**config.mk**
```make
export PLATFORM = sky130hd
export DESIGN_NAME = valid_ready_rr_arbiter
export DESIGN_NICKNAME = d
export VERILOG_FILES = /design/src/rtl/valid_ready_pkg.sv /design/src/rtl/rr_pick.sv /design/src/rtl/valid_ready_rr_arbiter.sv
export SDC_FILE = /design/constraint.sdc
export NUM_CORES = 1
export LEC_CHECK = 0
export CORE_MARGIN = 3
export CORE_UTILIZATION = 38
export CTS_BUF_LIST = sky130_fd_sc_hd__clkbuf_16
export CTS_CLUSTER_DIAMETER = 50
export CTS_CLUSTER_SIZE = 8
export DETAILED_ROUTE_END_ITERATION = 8
export PLACE_DENSITY = 0.8
export SLEW_MARGIN = 20
export SYNTH_ARGS = -nofsm -noshare
export SYNTH_HDL_FRONTEND = slang
export SYNTH_SLANG_ARGS = --single-unit
```
**constraint.sdc**
```tcl
create_clock -name clk -period 2.45 [get_ports clk]
set_input_delay 0.245 -clock clk [delete_from_list [all_inputs] [get_ports clk]]
set_output_delay 0.245 -clock clk [all_outputs]
set_load 0.02 [all_outputs]
```
**src/rtl/valid_ready_pkg.sv**
```systemverilog
// Shared types and helpers for the valid/ready round-robin arbiter.
package valid_ready_pkg;

  localparam int unsigned NUM_REQ_DEF = 4;
  localparam int unsigned DATA_W_DEF  = 8;

  // Packet-lock FSM states (only used when the lock feature is built in)
  typedef enum logic [0:0] {
    IDLE,
    LOCKED
  } arb_state_e;

  // Round-robin successor: (idx + 1) mod n
  function automatic int unsigned rr_next(int unsigned idx, int unsigned n);
    return (idx + 32'd1 >= n) ? 32'd0 : idx + 32'd1;
  endfunction

endpackage

```
**src/rtl/rr_pick.sv**
```systemverilog
// Combinational round-robin picker: rotate the request vector so the
// pointer sits at position 0, take the lowest set bit, then map the
// rotated position back to a requester index.
module rr_pick #(
  parameter  int unsigned NUM_REQ = 4,
  localparam int unsigned IDX_W   = $clog2(NUM_REQ)
) (
  input  logic [NUM_REQ-1:0] req_i,
  input  logic [IDX_W-1:0]   pointer_i,
  output logic [NUM_REQ-1:0] grant_o,
  output logic [IDX_W-1:0]   idx_o,
  output logic               any_o
);

  int unsigned pos;

  // Search pointer, pointer+1, ... (mod NUM_REQ); first requester found wins
  always_comb begin
    grant_o = '0;
    idx_o   = '0;
    any_o   = 1'b0;
    pos     = 32'd0;
    for (int unsigned k = 0; k < NUM_REQ; k++) begin
      pos = 32'(pointer_i) + k;
      if (pos >= NUM_REQ) begin
        pos = pos - NUM_REQ;
      end
      if (!any_o && req_i[pos]) begin
        any_o = 1'b1;
        idx_o = IDX_W'(pos);
      end
    end
    if (any_o) begin
      grant_o[idx_o] = 1'b1;
    end
  end

endmodule

```
**src/rtl/valid_ready_rr_arbiter.sv**
```systemverilog
// Round-robin arbiter sharing one registered valid/ready output stage among
// NUM_REQ valid/ready requesters. One-cycle latency, one beat per cycle.
// Optional packet lock (hold the grant until down_last) is built in when
// the macro VALID_READY_RR_ARBITER_LOCK_EN is defined.
module valid_ready_rr_arbiter
  import valid_ready_pkg::*;
#(
  parameter  int unsigned NUM_REQ = NUM_REQ_DEF,
  parameter  int unsigned DATA_W  = DATA_W_DEF,
  localparam int unsigned IDX_W   = $clog2(NUM_REQ)
) (
  input  logic                      clk,
  input  logic                      reset_n,
  input  logic [NUM_REQ-1:0]        down_valid,
  input  logic [NUM_REQ*DATA_W-1:0] down_data,
  input  logic [NUM_REQ-1:0]        down_last,
  output logic [NUM_REQ-1:0]        down_ready,
  input  logic                      up_ready,
  output logic                      up_valid,
  output logic [DATA_W-1:0]         up_data,
  output logic [IDX_W-1:0]          up_src,
  output logic                      up_last
);

  logic                 up_valid_q, up_valid_d;
  logic [DATA_W-1:0]    up_data_q, up_data_d;
  logic [IDX_W-1:0]     up_src_q, up_src_d;
  logic                 up_last_q, up_last_d;
  logic [IDX_W-1:0]     ptr_q, ptr_d;

  logic                 load;
  logic                 xfer;
  logic [NUM_REQ-1:0]   pick_grant;
  logic [IDX_W-1:0]     pick_idx;
  logic                 pick_any;
  logic [NUM_REQ-1:0]   grant;
  logic [IDX_W-1:0]     win_idx;
  logic                 win_valid;
  logic [DATA_W-1:0]    win_data;
  logic                 win_last;
  logic [IDX_W-1:0]     ptr_next;

  rr_pick #(
    .NUM_REQ(NUM_REQ)
  ) u_rr_pick (
    .req_i    (down_valid),
    .pointer_i(ptr_q),
    .grant_o  (pick_grant),
    .idx_o    (pick_idx),
    .any_o    (pick_any)
  );

`ifdef VALID_READY_RR_ARBITER_LOCK_EN
  arb_state_e           state_q, state_d;
  logic [IDX_W-1:0]     lock_idx_q, lock_idx_d;

  // While locked the grant stays on the packet owner even if it goes idle
  always_comb begin
    if (state_q == LOCKED) begin
      grant             = '0;
      grant[lock_idx_q] = 1'b1;
      win_idx           = lock_idx_q;
      win_valid         = down_valid[lock_idx_q];
    end else begin
      grant     = pick_grant;
      win_idx   = pick_idx;
      win_valid = pick_any;
    end
  end
`else
  assign grant     = pick_grant;
  assign win_idx   = pick_idx;
  assign win_valid = pick_any;
`endif

  assign load       = up_ready | ~up_valid_q;
  // Gating with reset_n keeps every requester stalled while reset is held
  assign down_ready = grant & {NUM_REQ{load & reset_n}};
  assign xfer       = win_valid & load & reset_n;
  assign ptr_next   = IDX_W'(rr_next(32'(win_idx), NUM_REQ));

  // Select the winner's payload and last flag
  always_comb begin
    win_data = '0;
    win_last = 1'b0;
    for (int unsigned i = 0; i < NUM_REQ; i++) begin
      if (win_idx == IDX_W'(i)) begin
        win_data = down_data[i*DATA_W +: DATA_W];
        win_last = down_last[i];
      end
    end
  end

  // Next-state for the output stage, RR pointer and (optional) lock FSM
  always_comb begin
    up_valid_d = up_valid_q;
    up_data_d  = up_data_q;
    up_src_d   = up_src_q;
    up_last_d  = up_last_q;
    ptr_d      = ptr_q;
    if (xfer) begin
      up_valid_d = 1'b1;
      up_data_d  = win_data;
      up_src_d   = win_idx;
      up_last_d  = win_last;
    end else if (load) begin
      up_valid_d = 1'b0;
    end
`ifdef VALID_READY_RR_ARBITER_LOCK_EN
    state_d    = state_q;
    lock_idx_d = lock_idx_q;
    if (xfer) begin
      unique case (state_q)
        IDLE: begin
          if (win_last) begin
            ptr_d = ptr_next;
          end else begin
            state_d    = LOCKED;
            lock_idx_d = win_idx;
          end
        end
        LOCKED: begin
          if (win_last) begin
            state_d = IDLE;
            ptr_d   = ptr_next;
          end
        end
        default: state_d = IDLE;
      endcase
    end
`else
    if (xfer) begin
      ptr_d = ptr_next;
    end
`endif
  end

  // State registers; reset discards any held beat
  always_ff @(posedge clk or negedge reset_n) begin
    if (!reset_n) begin
      up_valid_q <= 1'b0;
      up_data_q  <= '0;
      up_src_q   <= '0;
      up_last_q  <= 1'b0;
      ptr_q      <= '0;
`ifdef VALID_READY_RR_ARBITER_LOCK_EN
      state_q    <= IDLE;
      lock_idx_q <= '0;
`endif
    end else begin
      up_valid_q <= up_valid_d;
      up_data_q  <= up_data_d;
      up_src_q   <= up_src_d;
      up_last_q  <= up_last_d;
      ptr_q      <= ptr_d;
`ifdef VALID_READY_RR_ARBITER_LOCK_EN
      state_q    <= state_d;
      lock_idx_q <= lock_idx_d;
`endif
    end
  end

  assign up_valid = up_valid_q;
  assign up_data  = up_data_q;
  assign up_src   = up_src_q;
  assign up_last  = up_last_q;

endmodule

```
### Yosys cells after proc, flatten, opt, wreduce, memory -nomap -nowiden

Index checks and enable logic that the tools add are counted.

| word-level totals | value |
|---|---|
| bits of input ports | 43 |
| output and inout bits | 16 |
| flip-flop bits (word level) | 14 |
| logic and storage cells | 76 |

| cells by class | value |
|---|---|
| $add $sub $neg | 8 |
| reductions and logical operators | 9 |
| equal/unequal tests | 3 |
| mux-type cells | 34 |
| bitwise operators | 6 |
| order comparisons | 11 |

Operators with widths:

| cell | count |
|---|---|
| 32-bit by 3-bit < comparator with 1-bit output (second input constant) | 4 |
| 32-bit two-way mux | 4 |
| 32-bit by 3-bit greater-or-equal comparator with 1-bit output (second input constant) | 3 |
| 32-bit by 3-bit subtractor with 32-bit output (second input constant) | 3 |
| 8-bit two-way mux | 4 |
| 1-bit two-way mux | 15 |
| 2-bit two-way mux | 5 |
| 1-bit binary-select mux with 2-bit select | 4 |
| 2-bit by 1-bit adder with 3-bit output (second input constant) | 2 |
| 2-bit by 2-bit adder with 3-bit output (second input constant) | 2 |
| 4-bit AND | 1 |
| 2-bit equality test (second input constant) | 2 |
| 1-bit logical AND | 4 |
| 4-bit two-way mux | 1 |
| 2-bit by 3-bit subtractor with 4-bit output (second input constant) | 1 |
| 1-bit AND | 3 |
| 2-bit by 3-bit greater-or-equal comparator with 1-bit output (second input constant) | 1 |
| 3-bit greater-or-equal comparator (second input constant) | 1 |
| 1-bit zero test | 3 |
| 2-bit by 3-bit < comparator with 1-bit output (second input constant) | 1 |
| 1-bit demux with 2-bit select | 1 |
| 2-bit by 1-bit equality test with 1-bit output (second input constant) | 1 |
| 2-bit by 1-bit greater-or-equal comparator with 1-bit output (second input constant) | 1 |
| 2-bit zero test | 1 |
| other kinds (3) | 3 |

### Logic depth before layout (Yosys ltp)

Gate-level depths: netlist (run 1).

| depth | value |
|---|---|
| depth in word-level cells | 20 |
| mapped depth | 8 |
| depth with buffers taken out | 7 |

### Cells and area by module

Synthesis (run 1) repeated with hierarchy kept, for this count alone.

| second synthesis, totals | value |
|---|---|
| cells, all modules | 139 |
| area, all modules | 1,162.4 um2 |

Modules (own cells, without submodules):

| module | area an instance (um2) | seq. area each (um2) | cells each | instances |
|---|---|---|---|---|
| valid_ready_rr_arbiter | 950.9 | 350.3 | 106 | 1 |
| rr_pick | 211.5 | 0.0 | 33 | 1 |

### Least setup slack after synthesis (run 1)

Ideal clock, no wire load.

| timing path | value |
|---|---|
| path type | reg-to-reg |
| from | register ptr_q[1] |
| to | register up_data_q[7], in the netlist up_data[7] |
| setup time | 0.082 ns |
| arrival | 1.996 ns |
| required time | 2.368 ns |
| stages on the path, launching flop included | 9 |
| period minus slack after synthesis | 2.078 ns |
| setup slack | 0.372 ns |
| path buffers | 2 |
| cell sequence | dfrtp_1 > a21bo_2 > a221oi_2 > inv_1 > ha_1 > buf_2 > clkbuf_1 > a221o_1 > a31oi_1 |

| between the ends | value |
|---|---|
| longest elaborated chain between the ends | 19 |
| elaborated cells between the ends (all ways) | 47 |
| classes of those cells | add/sub (7); order compare (4); eq/ne (3); mux (24); bitwise (2); reduce/logical (7) |

RTL lines:

| element | line | source |
|---|---|---|
| from (decl) | valid_ready_rr_arbiter.sv:29 | `logic [IDX_W-1:0] ptr_q, ptr_d;` |
| from (signal assigned) | valid_ready_rr_arbiter.sv:155 | `ptr_q <= ptr_d;` |
| parallel branches: the longest is 13 deep, another holds 32-bit by 3-bit subtractor with 32-bit output | n/a |  |
| 2-bit two-way mux * | rr_pick.sv:28 | `if (!any_o && req_i[pos]) begin` |
| named net pick_idx[0] | valid_ready_rr_arbiter.sv:34 | `logic [IDX_W-1:0] pick_idx;` |
| 2-bit zero test | valid_ready_rr_arbiter.sv:87 | `if (win_idx == IDX_W'(i)) begin` |
| 8-bit two-way mux (3 in a row) | valid_ready_rr_arbiter.sv:87 |  |
| 8-bit two-way mux * | valid_ready_rr_arbiter.sv:87 |  |
| to (signal assigned) | valid_ready_rr_arbiter.sv:152 | `up_data_q <= up_data_d;` |
| to (decl) | valid_ready_rr_arbiter.sv:26 | `logic [DATA_W-1:0] up_data_q, up_data_d;` |

Mark *: on every way through the listed nets, which the timed path passes. The select of a mux whose other input is x is not followed.
A chain may end at the register's enable or synchronous reset.

### Worst setup path after layout (run 1)

| timing path | value |
|---|---|
| from | input port down_valid[0] |
| to | output port down_ready[0] |

| between the ends | value |
|---|---|
| longest elaborated chain between the ends | 18 |
| elaborated cells between the ends (all ways) | 29 |
| classes of those cells | order compare (2); mux (19); bitwise (1); reduce/logical (7) |

RTL lines:

| element | line | source |
|---|---|---|
| from (decl) | valid_ready_rr_arbiter.sv:14 | `input logic [NUM_REQ-1:0] down_valid,` |
| 1-bit binary-select mux with 2-bit select | rr_pick.sv:28 |  |
| 1-bit two-way mux (implied by the code) | rr_pick.sv:28 |  |
| 1-bit two-way mux | rr_pick.sv:28 |  |
| 1-bit zero test | rr_pick.sv:28 |  |
| 1-bit logical AND | rr_pick.sv:28 |  |
| 1-bit two-way mux | rr_pick.sv:28 |  |
| 1-bit zero test | rr_pick.sv:28 |  |
| 1-bit logical AND | rr_pick.sv:28 |  |
| [... 2 more ...] | n/a |  |
| 1-bit logical AND | rr_pick.sv:28 |  |
| 2-bit two-way mux | rr_pick.sv:28 |  |
| 2-bit by 3-bit < comparator with 1-bit output (implied by the code) / 2-bit by 1-bit greater-or-equal comparator with 1-bit output (equally long branches) | rr_pick.sv:34 | `grant_o[idx_o] = 1'b1;` |
| 1-bit logical AND (implied by the code) | rr_pick.sv:34 |  |
| 1-bit two-way mux (implied by the code) | rr_pick.sv:34 |  |
| 1-bit demux with 2-bit select | n/a |  |
| 4-bit two-way mux * | rr_pick.sv:33 | `if (any_o) begin` |
| 4-bit AND * | valid_ready_rr_arbiter.sv:78 | `assign down_ready = grant & {NUM_REQ{load & reset_n}};` |
| to (decl) | valid_ready_rr_arbiter.sv:17 | `output logic [NUM_REQ-1:0] down_ready,` |

Every way passes the cells marked *; elsewhere a longest branch is shown, timed or not. The select of a mux whose other input is x is not followed.

==> results of run 1 <==
-- sequential cells by signal, summed over array words and instances (netlist names) --
| register | cells |
|---|---|
| ptr_q | 2 |
| up_data | 8 |
| up_last | 1 |
| up_src | 2 |
| up_valid | 1 |
-- where the power goes --
part | total, W | internal [W] | switching [W]
Clock | 0.000302 | 0.000215 | 0.0000865
Combinational | 0.000956 | 0.000473 | 0.000483
Sequential | 0.000392 | 0.000324 | 0.0000681
Total | 0.00165 | 0.00101 | 0.000637
-- synthesized netlist by cell type --
library cell,n,share of area
a211o_1,1,0.0083
a211oi_1,1,0.0072
a21bo_2,1,0.0095
a21oi_1,19,0.091
a221o_1,9,0.086
a221oi_2,1,0.014
a22o_1,1,0.0083
a31oi_1,9,0.054
and3_1,4,0.024
buf_1,1,0.0036
buf_2,2,0.0095
buf_6,1,0.011
clkbuf_1,4,0.014
dfrtp_1,14,0.33
ha_1,4,0.048
inv_1,12,0.043
mux2i_1,1,0.0095
nand2_1,12,0.043
nand2b_1,1,0.0060
nand3b_1,9,0.064
nand4b_1,1,0.0083
nor2_1,3,0.011
nor2b_1,1,0.0060
nor3b_1,1,0.0072
o21ai_0,5,0.024
o31ai_1,2,0.014
o41a_1,1,0.011
o41ai_4,1,0.026
or2_2,1,0.0060
-- metal layers --
layer,global-route usage,vias up,part of all wire
li1,-,595,-
met1,0.249,597,0.41
met2,0.373,44,0.52
met3,0.0219,4,0.057
met4,0.0497,0,0.0091
met5,0,-,0
-- worst max-delay path by stage --
| stage | startpoint | end |
|---|---|---|
| 2_1_floorplan | ptr_q[1] | up_data[7] |
| 3_3_place_gp | down_valid[1] | down_ready[0] |
| 3_5_place_dp | down_valid[1] | down_ready[0] |
| 4_1_cts | down_valid[1] | down_ready[2] |
| 5_1_grt | down_valid[0] | down_ready[2] |
| 6_report | down_valid[0] | down_ready[0] |
-- cells by family (layout without fill, tap and decap cells) --
family,after synthesis,in the layout,share of synthesized area
AOI/OAI and AO/OA,51,51,0.353
and+or+nand+nor,33,33,0.175
DFF,14,14,0.334
muxes,1,1,0.00954
buffers and inverters,20,87,0.0810
adders and majority gates,4,4,0.0477
-- what timing repair did --
item,4_1_cts,5_1_grt
pin swaps,0,1
endpoints found under the setup margin,4,3
gates resized for setup,5,3
setup buffers,0,0
gates cloned,0,0
-- cell type report --
cell class | instances | area [µm²]
Fill cell | 197 | 723
Timing Repair Buffer | 71 | 678
Multi-Input combinational cell | 89 | 632
Sequential cell | 14 | 350
Clock buffer | 3 | 75.1
Inverter | 12 | 45.0
Tap cell | 30 | 37.5
Clock inverter | 1 | 3.75
-- through the flow --
stage | instance area (µm²) | TNS (ps) | std cells | hold WS (ps)
final | 1820 | 0 | 220 | 370
after global routing | 1820 | -73.1 | 220 | 396
after CTS | 1810 | 0 | 220 | 380
after detailed placement | 1730 | -2040 | 216 | 514
after global placement | 1730 | -1530 | 216 | 495
after floorplan | 1050 | 0 | 123 | -50.6
==> impl_metrics.json, run 1 <==
{
  "mostFrequentLayoutCell": "clkdlybuf4s50_1",
  "htreeDepth": 1,
  "path_depth": 7,
  "fin_crit_sh": 0.971,
  "status": "finished, final reports clean",
  "final_core_util": 0.716,
  "diodes": 0,
  "routed_wl_um": 3500,
  "crit_type": "in -> out",
  "syn_inst": 123,
  "cp_slowest_cell": "clkdlybuf4s50_1",
  "fin_nets": 238,
  "grt_max_degree": 20,
  "cts_inserted_buffers": 3,
  "gp_congestion": 0.929,
  "critPathLaunchType": "primary input",
  "reg2reg_to": "up_data[7]",
  "globalRouteOverflowTotal": 0,
  "route.detailed.drc": 0,
  "path_delay_family": "buffers and inverters",
  "wl_per_cell_um": 15.9,
  "period_minus_slack_ps": 2380,
  "cpPeakStageDelay_ps": 460,
  "rr_startpoint": "ptr_q[1]",
  "port_buffers": 58,
  "initial_utilization": 0.412,
  "r2r_slack_ps": 190,
  "drtPass1Iterations": 4,
  "hold_violations": 0,
  "end_kind": "output port",
  "final_max_slew_viol_count": 0,
  "worst-r2r-cell-count": 8,
  "drt_iter0_drc": 42,
  "setup_viol": 0,
  "synthDistinctLibCells": 29,
  "die_y_um": 58.6,
  "clock_sinks": 14,
  "clk-insertion-delay-late_ps": 240,
  "die_area_um2": 3430,
  "seq_area_frac_synth": 0.334,
  "grt_pass1_vias": 1181,
  "pre_cts_ws_ps": -247,
  "ios": 59,
  "viasPerCell": 5.64,
  "worstPathCellList": "clkdlybuf4s50_1, nor3b_1, a211o_1, or2_2, ha_1, and3_1, dlygate4sd2_1",
  "peakVddDrop_mv": 0.764,
  "cts_root_buf": "clkbuf_16",
  "cp.buffers_inverters": 2,
  "layout-drive-gt1-share": 0.111,
  "path_clk_slew_ps": 40,
  "fp.dieW_um": 58.6,
  "hold_class": "in -> async",
  "dp_hpwl_um": 2740,
  "ys_seq_elements": 14,
  "antenna_found_initial": 0,
  "cts_buffer_depth": 2,
  "syn_avg_cell_area_um2": 8.53,
  "synth_fp_nets": 170,
  "power_density_nw_per_um2": 906,
  "required_ps": 2200,
  "core-area_um2": 2540,
  "max_freq_mhz": 421,
  "fin_ws_ps": 71.9,
  "max-slew-margin-rel": 0.564,
  "fin_skew_ps": 1.87,
  "hold_buffers": 0,
  "final_cell_mix": "52 x clkdlybuf4s50_1, 19 x a21oi_1, 14 x dfrtp_1",
  "arrival_ps": 2130,
  "leakage_nw": 0.801,
  "yosysWarnings": 0,
  "maxCapViolCount": 0,
  "grt_usage": 0.203,
  "placementRows": 18,
  "syn_area_um2": 1050,
  "total_power_w": 0.00165,
  "grt_pass1_wl_um": 5360,
  "worst_pin_slew_ps": 651,
  "syn2layout_area_growth_pct": 73.5,
  "via_count": 1240,
  "cts_tree": "built",
  "drtAntennaViolNets": 0,
  "cp_max_fo": 4
}
Power figures use the tool's default switching activity.
==> inputs of run 2 (changes only) <==
Settings changed: MAX_ROUTING_LAYER set to met4, PLACE_DENSITY 0.8 to 0.84.
==> impl_metrics.json, run 2 (synthesized netlist as in run 1, its figures left out) <==
{
  "hold_buffers": 0,
  "post_cts_buffers": 0,
  "worstPathCellList": "clkdlybuf4s50_1, nor2_1, a211o_1, or2_2, ha_1, and3_1, dlygate4sd2_1",
  "power_density_nw_per_um2": 910,
  "cp_slowest_cell": "clkdlybuf4s50_1",
  "cts_buffer_depth": 2,
  "cpPeakStageDelay_ps": 480,
  "via_count": 1237,
  "placementRows": 18,
  "grt_pass1_vias": 1213,
  "max_freq_mhz": 430,
  "routed_wl_um": 3530,
  "drt_iter0_drc": 43,
  "core-area_um2": 2540,
  "multiInputGateArea_um2": 626,
  "max-slew-margin-rel": 0.604,
  "final_core_util": 0.714,
  "setup_viol": 0,
  "layout-drive-gt1-share": 0.105,
  "critPathLaunchType": "primary input",
  "hold_class": "in -> async",
  "htreeDepth": 1,
  "status": "finished, final reports clean",
  "grt_max_degree": 20,
  "final_cell_mix": "51 x clkdlybuf4s50_1, 19 x a21oi_1, 14 x dfrtp_1",
  "worst_pin_slew_ps": 592,
  "clock_sinks": 14,
  "fp.dieW_um": 58.6,
  "diodes": 0,
  "die_y_um": 58.6,
  "dp_hpwl_um": 2850,
  "required_ps": 2200,
  "period_minus_slack_ps": 2320,
  "path_delay_family": "buffers and inverters",
  "fin_nets": 238,
  "port_buffers": 58,
  "end_kind": "output port",
  "grt_usage": 0.220,
  "syn2layout_area_growth_pct": 73.2,
  "maxCapViolCount": 0,
  "crit_start": "down_valid[2]",
  "leakage_nw": 0.809,
  "final_max_slew_viol_count": 0,
  "hold_violations": 0,
  "globalRouteOverflowTotal": 0,
  "cts_inserted_buffers": 3,
  "fin_skew_ps": 4.09,
  "fill_cells": 200,
  "drtPass1Iterations": 4,
  "whs_ps": 372,
  "ios": 59,
  "arrival_ps": 2080,
  "cp.buffers_inverters": 2,
  "initial_utilization": 0.412,
  "largest_reg_flops": 8,
  "rr_startpoint": "ptr_q[1]",
  "cts_tree": "built",
  "drtAntennaViolNets": 0,
  "viasPerCell": 5.62,
  "clk-insertion-delay-late_ps": 240,
  "cts_root_buf": "clkbuf_16",
  "crit_type": "in -> out",
  "path_clk_slew_ps": 50,
  "peakVddDrop_mv": 0.925,
  "gp_congestion": 0.845,
  "grt_pass1_wl_um": 5580,
  "antenna_found_initial": 0,
  "cp_max_fo": 3,
  "route.detailed.drc": 0,
  "fin_tns_setup_ps": 0,
  "mostFrequentLayoutCell": "clkdlybuf4s50_1",
  "rsz0062_at_grt": "no",
  "seqCellArea_um2": 350,
  "wl_per_cell_um": 16.0,
  "die_area_um2": 3430,
  "fin_crit_sh": 0.949
}
==> run 2: worst reg2reg max path: stages, from the launching register on <==
cell      delay [ps]
dfrtp_1          450
nor3b_1          110
a211o_1          280
or2_2            300
ha_1             210
buf_4            190
nand3b_1         170
a221o_1          320
a31oi_1          180
==> run 2: area by class of cell <==
type,instances,area share
timing repair buffer,71,0.374
multi-input combinational,89,0.344
sequential,14,0.193
clock buffer,3,0.0413
inverter,12,0.0248
tap,30,0.0206
clock inverter,1,0.00206
==> run 2: what timing repair did <==
| action | in CTS | in global routing |
|---|---|---|
| endpoints found under the setup margin | 4 | 12 |
| endpoints found under the hold margin | 0 | 0 |
| resized for setup | 5 | 4 |
| pin swaps | 0 | 1 |
==> run 2: report_power, final <==
part	switching [W]	total (W)	internal, W	leakage (nW)
logic	0.000482	0.000952	0.000469	0.607
clock network	0.0000920	0.000308	0.000216	0.0385
registers	0.0000710	0.000395	0.000324	0.163
total	0.000645	0.00165	0.00101	0.809
==> run 2: worst paths after layout <==
check / slack [ps] / cells past startpoint / to
max: 130 / 7 / down_ready[0]
min: 370 / 2 / ptr_q[0]
max reg2reg: 150 / 8 / up_data[6]
min reg2reg: 510 / 1 / up_src[0]
max in group asynchronous: 1890 / 2 / up_data[0]
min in group clk: 500 / 4 / up_valid
==> run 2: per-layer routing <==
metal,vias to the layer above,GRT usage,routed length (µm)
met5,-,-,0
met4,0,0.0795,59
met3,7,0.0219,140
met2,44,0.380,1840
met1,590,0.264,1490
li1,596,-,-
==> run 2: metrics by stage <==
step / setup slack [ps] / instances / area, µm² / power (W)
floorplan: 372 / 123 / 1050 / 0.000923
global placement: -212 / 216 / 1730 / 0.00131
detailed placement: -276 / 216 / 1730 / 0.00134
CTS: 19.8 / 220 / 1810 / 0.00165
global route: 58.4 / 220 / 1820 / 0.00176
finish: 126 / 220 / 1820 / 0.00165
